**src/rtl/mem_boot_loader_pkg.sv**
```systemverilog
// Shared definitions for the byte-stream program loader.
// Holds loader FSM state encodings and frame constants.
package mem_boot_loader_pkg;

   localparam int BYTE_W = 8;
   localparam int WORD_W = 32;

   typedef enum logic [2:0] {
      ST_LEN0 = 3'd0,
      ST_LEN1 = 3'd1,
      ST_DATA = 3'd2,
      ST_CSUM = 3'd3,
      ST_DONE = 3'd4,
      ST_ERR  = 3'd5
   } state_e;

endpackage

```
**src/rtl/mem_boot_loader_byte_word_packer.sv**
```systemverilog
// Packs little-endian bytes into 32-bit words.
// word_vld_o is a same-cycle pulse on the accept of a word's 4th byte.
module byte_word_packer
   import mem_boot_loader_pkg::*;
(
   input  logic              clk,
   input  logic              rst,
   input  logic              byte_vld_i,
   input  logic [BYTE_W-1:0] byte_i,
   output logic              word_vld_o,
   output logic [WORD_W-1:0] word_o
);

   logic [1:0]  cnt_q, cnt_d;
   logic [23:0] lanes_q, lanes_d;

   // Steer each accepted byte into its lane and advance the byte count.
   always_comb begin
      cnt_d   = cnt_q;
      lanes_d = lanes_q;
      if (byte_vld_i) begin
         cnt_d = cnt_q + 2'd1;
         unique case (cnt_q)
            2'd0: lanes_d[7:0]   = byte_i;
            2'd1: lanes_d[15:8]  = byte_i;
            2'd2: lanes_d[23:16] = byte_i;
            default: lanes_d     = '0;
         endcase
      end
   end

   // Lane and counter registers; reset drops any partial word.
   always_ff @(posedge clk) begin
      if (rst) begin
         cnt_q   <= '0;
         lanes_q <= '0;
      end else begin
         cnt_q   <= cnt_d;
         lanes_q <= lanes_d;
      end
   end

   assign word_vld_o = byte_vld_i && (cnt_q == 2'd3);
   assign word_o     = {byte_i, lanes_q};

endmodule

```
**src/rtl/mem_boot_loader.sv**
```systemverilog
// Framed byte-stream loader driving the memory write port.
// Holds the core in reset until a checksum-valid image is written.
module mem_boot_loader
   import mem_boot_loader_pkg::*;
#(
   parameter int ADDR_WIDTH = 10,
   parameter int MEM_WIDTH  = 2**(ADDR_WIDTH-2)
) (
   input  logic                  clk,
   input  logic                  rst,
   input  logic                  in_valid,
   input  logic [BYTE_W-1:0]     in_data,
   output logic                  in_ready,
   output logic [ADDR_WIDTH-1:0] Waddr,
   output logic                  Wren,
   output logic [WORD_W-1:0]     Wdata,
   output logic                  cpu_rst,
   output logic                  done,
   output logic                  error
);

   localparam logic [16:0] MEM_W = 17'(MEM_WIDTH);

   state_e                  state_q, state_d;
   logic [15:0]             len_q, len_d;
   logic [ADDR_WIDTH-1:0]   widx_q, widx_d;
   logic [BYTE_W-1:0]       csum_q, csum_d;
   logic                    wren_q, wren_d;
   logic [ADDR_WIDTH-1:0]   waddr_q, waddr_d;
   logic [WORD_W-1:0]       wdata_q, wdata_d;

   logic                    accept;
   logic                    rdy_st;
   logic                    pk_vld;
   logic                    word_vld;
   logic [WORD_W-1:0]       word;
   logic [15:0]             len_full;
   logic                    last_word;

   assign rdy_st   = (state_q == ST_LEN0) || (state_q == ST_LEN1)
                  || (state_q == ST_DATA) || (state_q == ST_CSUM);
   assign in_ready = !rst && rdy_st;
   assign accept   = in_valid && in_ready;
   assign pk_vld   = accept && (state_q == ST_DATA);
   assign len_full = {in_data, len_q[7:0]};
   assign last_word = (17'(widx_q) + 17'd1) == {1'b0, len_q};

   byte_word_packer u_packer (
      .clk        (clk),
      .rst        (rst),
      .byte_vld_i (pk_vld),
      .byte_i     (in_data),
      .word_vld_o (word_vld),
      .word_o     (word)
   );

   // Frame sequencing, length check and running checksum.
   always_comb begin
      state_d = state_q;
      len_d   = len_q;
      widx_d  = widx_q;
      csum_d  = csum_q;
      if (accept) begin
         csum_d = csum_q ^ in_data;
      end
      unique case (state_q)
         ST_LEN0: begin
            if (accept) begin
               len_d[7:0] = in_data;
               state_d    = ST_LEN1;
            end
         end
         ST_LEN1: begin
            if (accept) begin
               len_d[15:8] = in_data;
               if ({1'b0, len_full} > MEM_W) begin
                  state_d = ST_ERR;
               end else if (len_full == 16'd0) begin
                  state_d = ST_CSUM;
               end else begin
                  state_d = ST_DATA;
               end
            end
         end
         ST_DATA: begin
            if (word_vld) begin
               if (last_word) begin
                  state_d = ST_CSUM;
               end else begin
                  widx_d = widx_q + 1'b1;
               end
            end
         end
         ST_CSUM: begin
            if (accept) begin
               state_d = (in_data == csum_q) ? ST_DONE : ST_ERR;
            end
         end
         ST_DONE: state_d = ST_DONE;
         ST_ERR:  state_d = ST_ERR;
         default: state_d = ST_ERR;
      endcase
   end

   // Registered memory write: one-cycle pulse after a word completes.
   always_comb begin
      wren_d  = word_vld;
      waddr_d = waddr_q;
      wdata_d = wdata_q;
      if (word_vld) begin
         waddr_d = widx_q;
         wdata_d = word;
      end
   end

   // State, counter, checksum and write-port registers.
   always_ff @(posedge clk) begin
      if (rst) begin
         state_q <= ST_LEN0;
         len_q   <= '0;
         widx_q  <= '0;
         csum_q  <= '0;
         wren_q  <= 1'b0;
         waddr_q <= '0;
         wdata_q <= '0;
      end else begin
         state_q <= state_d;
         len_q   <= len_d;
         widx_q  <= widx_d;
         csum_q  <= csum_d;
         wren_q  <= wren_d;
         waddr_q <= waddr_d;
         wdata_q <= wdata_d;
      end
   end

   assign Wren    = wren_q;
   assign Waddr   = waddr_q;
   assign Wdata   = wdata_q;
   assign done    = (state_q == ST_DONE);
   assign error   = (state_q == ST_ERR);
   assign cpu_rst = (state_q != ST_DONE);

endmodule

```
**config.mk**
```make
export PLATFORM = sky130hd
export DESIGN_NAME = mem_boot_loader
export DESIGN_NICKNAME = d
export VERILOG_FILES = /design/src/rtl/mem_boot_loader_pkg.sv /design/src/rtl/mem_boot_loader_byte_word_packer.sv /design/src/rtl/mem_boot_loader.sv
export SDC_FILE = /design/constraint.sdc
export NUM_CORES = 1
export LEC_CHECK = 0
export ABC_AREA = 1
export CAP_MARGIN = 20
export CORE_MARGIN = 4
export CORE_UTILIZATION = 51
export DETAILED_ROUTE_END_ITERATION = 10
export PLACE_DENSITY = 0.86
export REMOVE_ABC_BUFFERS = 1
export SYNTH_ARGS = -nofsm -noshare
export SYNTH_HDL_FRONTEND = slang
export SYNTH_SLANG_ARGS = --single-unit
export TNS_END_PERCENT = 30
```
**constraint.sdc**
```tcl
create_clock -name clk -period 4.75 [get_ports clk]
set_clock_uncertainty 0.1 [all_clocks]
set_input_delay 0.95 -clock clk [delete_from_list [all_inputs] [get_ports clk]]
set_output_delay 0.95 -clock clk [all_outputs]
set_load 0.02 [all_outputs]
```
== After elaboration in Yosys (flattened, before gate mapping) ==
Cells that the tools add are included.
Word-level totals
  flip-flop bits (word level): 106
  output and inout port bits: 47
  logic and storage cells: 70
Operators by class
  add/subtract/negate cells: 3
  magnitude comparators: 1
  eq/ne operators: 16
  multiplexer cells: 12
  bitwise gates (word level): 5
  reduce and logical (&&, ||, !) cells: 21
Operators by type and width (count)
  8-bit case mux with 2 select lines: 3
  3-bit 2-to-1 mux: 6
  11-bit by 16-bit == test with 1-bit output: 1
  16-bit by 9-bit greater-than comparator with 1-bit output (second input constant): 1
  16-bit logical NOT: 1
  3-bit case mux with 5 select lines: 1
  10-bit by 1-bit adder with 11-bit output (second input constant): 1
  10-bit by 1-bit adder with 10-bit output (second input constant): 1
  2-bit inequality test (second input constant): 5
  2-bit AND reduction: 5
  8-bit == test: 1
  8-bit XOR: 1
  3-bit by 2-bit == test with 1-bit output (second input constant): 2
  3-bit == test (second input constant): 2
  2-bit OR reduction: 3
  5-bit AND reduction: 1
  2-bit == test (second input constant): 2
  1-bit logical AND: 4
  1-bit inverter: 4
  3-bit by 1-bit == test with 1-bit output (second input constant): 1
  3-bit logical NOT: 1
  1-bit logical OR: 3
  3-bit inequality test (second input constant): 1
  3-bit AND reduction: 1
  5 further kinds: 6

== Logic depth before layout (Yosys ltp) ==
  word-level depth: 10
  gate-level depth with buffers: 15
  mapped depth without buffers: 15

== Hierarchy ==
A second synthesis with hierarchy kept.
Second synthesis, totals
  cell total of the unflattened synthesis: 699
  area, all modules: 4819.6 sq um
Modules (own cells, without submodules)
  mem_boot_loader: instances 1, cells an instance 512, area an instance 3545.9 sq um
  byte_word_packer: instances 1, cells an instance 187, area an instance 1273.7 sq um

== Worst setup path before layout ==
No wires, ideal clock.
  kind: input to register
  start: in rst
  end: reg u_packer.lanes_q[10]
  library setup time: 0.132 ns
  arrival time: 2.334 ns
  required time: 4.518 ns
  setup slack: 2.184 ns
  stages: 9
  path buffers: 1
  path through: clkbuf_1 nor2_2 nand2_1 nor2_1 inv_2 nor3_2 inv_2 nand2_1 a21oi_1
On the way
  word-level cells in the longest chain between the ends: 5
RTL lines
  from (decl): RTL line mem_boot_loader.sv:10  | input logic rst,
  1-bit logical NOT: RTL line mem_boot_loader.sv:42  | assign in_ready = !rst && rdy_st;
  1-bit logical AND: RTL line mem_boot_loader.sv:42
  net in_ready: RTL line mem_boot_loader.sv:13  | output logic in_ready,
  1-bit logical AND: RTL line mem_boot_loader.sv:43  | assign accept = in_valid && in_ready;
  1-bit logical AND: RTL line mem_boot_loader.sv:44  | assign pk_vld = accept && (state_q == ST_DATA);
  2-bit AND reduction (no source line)
  to (signal assigned): RTL line mem_boot_loader_byte_word_packer.sv:39  | lanes_q <= lanes_d;
  to (decl): RTL line mem_boot_loader_byte_word_packer.sv:15  | logic [23:0] lanes_q, lanes_d;
The timed path passes the listed nets, and every way through them passes these cells.
A chain may end at the register's enable or synchronous reset.

== Final worst setup path ==
  start: in rst
  end: out in_ready
On the way
  word-level cells in the longest chain between the ends: 2
RTL lines (RTL line)
  1-bit logical NOT: mem_boot_loader.sv:42
  1-bit logical AND: mem_boot_loader.sv:42
  to (decl): mem_boot_loader.sv:13
Every way passes these cells.

==> impl_results.md <==
* DR iter-0 viols at about 310
* Syn avg cell area at about 7.3 um2
* Unrepaired setup endpoints after global routing: no
* Vias in the first global route at ~3800
* Int Power at approximately 1.2 mW
* WL per Instance at between 10 and 15 um
* Global route overflow at 0
* Vias per inst at roughly 5.4
* Routed WL at about 11000 um
* Period minus WS final at 3.31 ns
* VDD IR max at approximately 0.20 mV
* Largest net degree at the start of global routing at 55
* Pwr dens at roughly 300 nW/um2
* Sw power at between 400 and 500 uW
* Worst Reg-to-Reg Cells at 10
* Sw Ratio at a little over a quarter
* CTS tree: built
* Hold Path Depth at 2
* Crit end category: output pin
* CP max-delay cell: clkdlybuf4s50_1
* # setup viols final at 0
* Top Ports at just under 60
* # Post-CTS Setup Buffers at 0
* Max Cap Violations at 0
* ANT cells at 0
* Critical path's largest stage delay at around 0.66 ns
* CTS Hold Bufs at 0
* Width of the die at ~100 um
* Critical-path maximum fanout at 2
* Vias at around 4100
* Cell repeated most along the worst path: clkdlybuf4s50_1
* Netlist cell types at 24
* Clk slew on worst S/H paths at approximately 0.11 ns
* CP Launch Type: input pin
* CTS max path bufs at 2
* Yosys top cell by area: dfxtp_1
* CTS Sinks at ~110
* Syn Inst Count at slightly above 600
* Routability cong. at ~0.90
* Layout Nets at 665
* Worst-path cell chain: clkdlybuf4s50_1, nor2_2, clkdlybuf4s50_1
* Slew Limit Fails at 0
* Initial antenna violation count at 0
* Die H at approximately 100 um
* Final worst slack at roughly 1.4 ns
* First-pass GRT wire length at about 18000 um
* GRT Util Overall at about 22%
* Fin Setup TNS at 0 ns
* Worst EP required at 3.70 ns
* Initial Util at approximately 53%
* Worst setup path class: input pin to output pin
* Status: completed
* Total power at 1.59 mW
* Max Freq at a little over 0.3 GHz
* Max-slew headroom at 59.7%
* Max H-tree Level at 3
* Sequential power share at between 50% and 60%
* Leakage at 1.94 nW
* Antenna Violating Nets Remaining at 0
* Period utilisation layout at between 60% and 70%
* Area grow syn2layout at 18.1%
* Syn. warnings at 0
* Die area at slightly above 10000 um2
* Clk root buf: clkbuf_8
* Most frequent cells in the layout: nand2_1 (127), dfxtp_1 (106), a21oi_1 (80)
* Clk pwr share at between 30 and 40%
* Seq cells post-synth at approximately 110
* Worst-margin pin slew at 0.602 ns
* Top post-synthesis cells by area: dfxtp_1 (48%), nand2_1 (11%), a21oi_1 (9.1%), o21ai_0 (7.3%), nand3_1 (5.3%)
* Sequential fraction of the synthesis area at between 40 and 50%
* Clock Latency Late Sink at slightly below 0.4 ns
* Cts repair resizes at 0
* CTS Buf Count at 9
* Path category of the worst min-delay check: flop to flop
* Leading cell type in the layout, fill and taps excluded: nand2_1
* Final Hold Fails at 0
* CP arrival at between 2 and 2.5 ns
* Core ar. at 8300 um2
* Post-DP HPWL at ~7400 um
* Pre-CTS WS at 1.29 ns
* Post-Synthesis Cell Area at between 4000 and 5000 um2
* TritonRoute pass-1 iters at 7
* Row cnt at 33
* Comb pwr share at 7.9%
* Share of cells above drive strength 1 at under 10%
* I/O Buffers at between 50 and 60
* Yosys top cell area share at around half
* Residual DRC at 0
==> cell usage after synthesis <==
library cell	n
nand2_1	127
dfxtp_1	106
a21oi_1	80
o21ai_0	64
nor2_1	60
inv_1	52
nand3_1	47
clkbuf_1	23
buf_2	6
nand4_1	6
ha_1	5
inv_2	5
o21ai_1	5
xnor2_1	4
xor2_1	4
nand2_2	2
nand3b_1	2
nor2_2	2
nor3_2	2
buf_6	1
nor2_4	1
nor3_1	1
nor4_1	1
o21bai_1	1
==> through the flow <==
step           cells  instance area [um2]  utilization [%]  hold slack [ns]
5_1_grt          759                 5200             62.7            0.390
2_1_floorplan    577                 4280                -            0.327
3_3_place_gp     743                 5010             60.4            0.347
3_5_place_dp     743                 5010             60.4            0.351
6_report         759                 5200             62.7            0.362
4_1_cts          759                 5200             62.7            0.367
==> metal layers <==
layer	vias to the layer above	share of wire, %	global-route usage (%)
met2	137	48	34.6
met4	0	2.9	9.20
met3	25	6.3	5.95
met1	1858	43	28.1
met5	-	0	0
li1	2063	-	-
==> power groups by stage <==
stage	logic [mW]	clock network (mW)	registers [mW]
after floorplan	0.0768	0	0.936
after global placement	0.120	0	0.938
after detailed placement	0.123	0	0.939
after CTS	0.125	0.548	0.919
after global routing	0.141	0.588	0.922
final	0.126	0.541	0.919
==> path summary, 6_finish.rpt <==
path	from	to	slack, ns
max	rst	in_ready	1.44
min	u_packer.lanes_q[5]	Wdata[5]	0.36
max reg2reg	state_q[1]	Waddr[6]	2.30
min reg2reg	u_packer.lanes_q[5]	Wdata[5]	0.36
==> sequential cells by signal, summed over array words and instances (netlist names) <==
name and count:
widx_q 10, Waddr 10, Wdata 32, u_packer.cnt_q 2, u_packer.lanes_q 24, csum_q 8, Wren 1, state_q 3
len_q 16
==> cells by family (layout without fill, tap and decap cells) <==
logic type / after synthesis / after routing / synth area share, %
fa+ha+maj: 5 / 5 / 1.42
flops: 106 / 106 / 48.2
simple gates: 251 / 251 / 24.0
compound gates: 150 / 150 / 17.1
xor+xnor: 8 / 8 / 1.59
buf+inv: 87 / 134 / 7.75
==> worst max-delay path, delay by kind of cell <==
| family | cells | cell delay, ns |
|---|---|---|
| buffers and inverters | 2 | 1.15 |
| and+or+nand+nor | 1 | 0.15 |
==> layout make-up <==
class,count,area [um2]
tap,105,131
sequential,106,2120
fill,693,3090
multi-input combinational,414,1940
timing repair buffer,61,601
clock buffer,9,124
inverter,57,214
clock inverter,7,70.1
(Power assumes the default switching activity.)
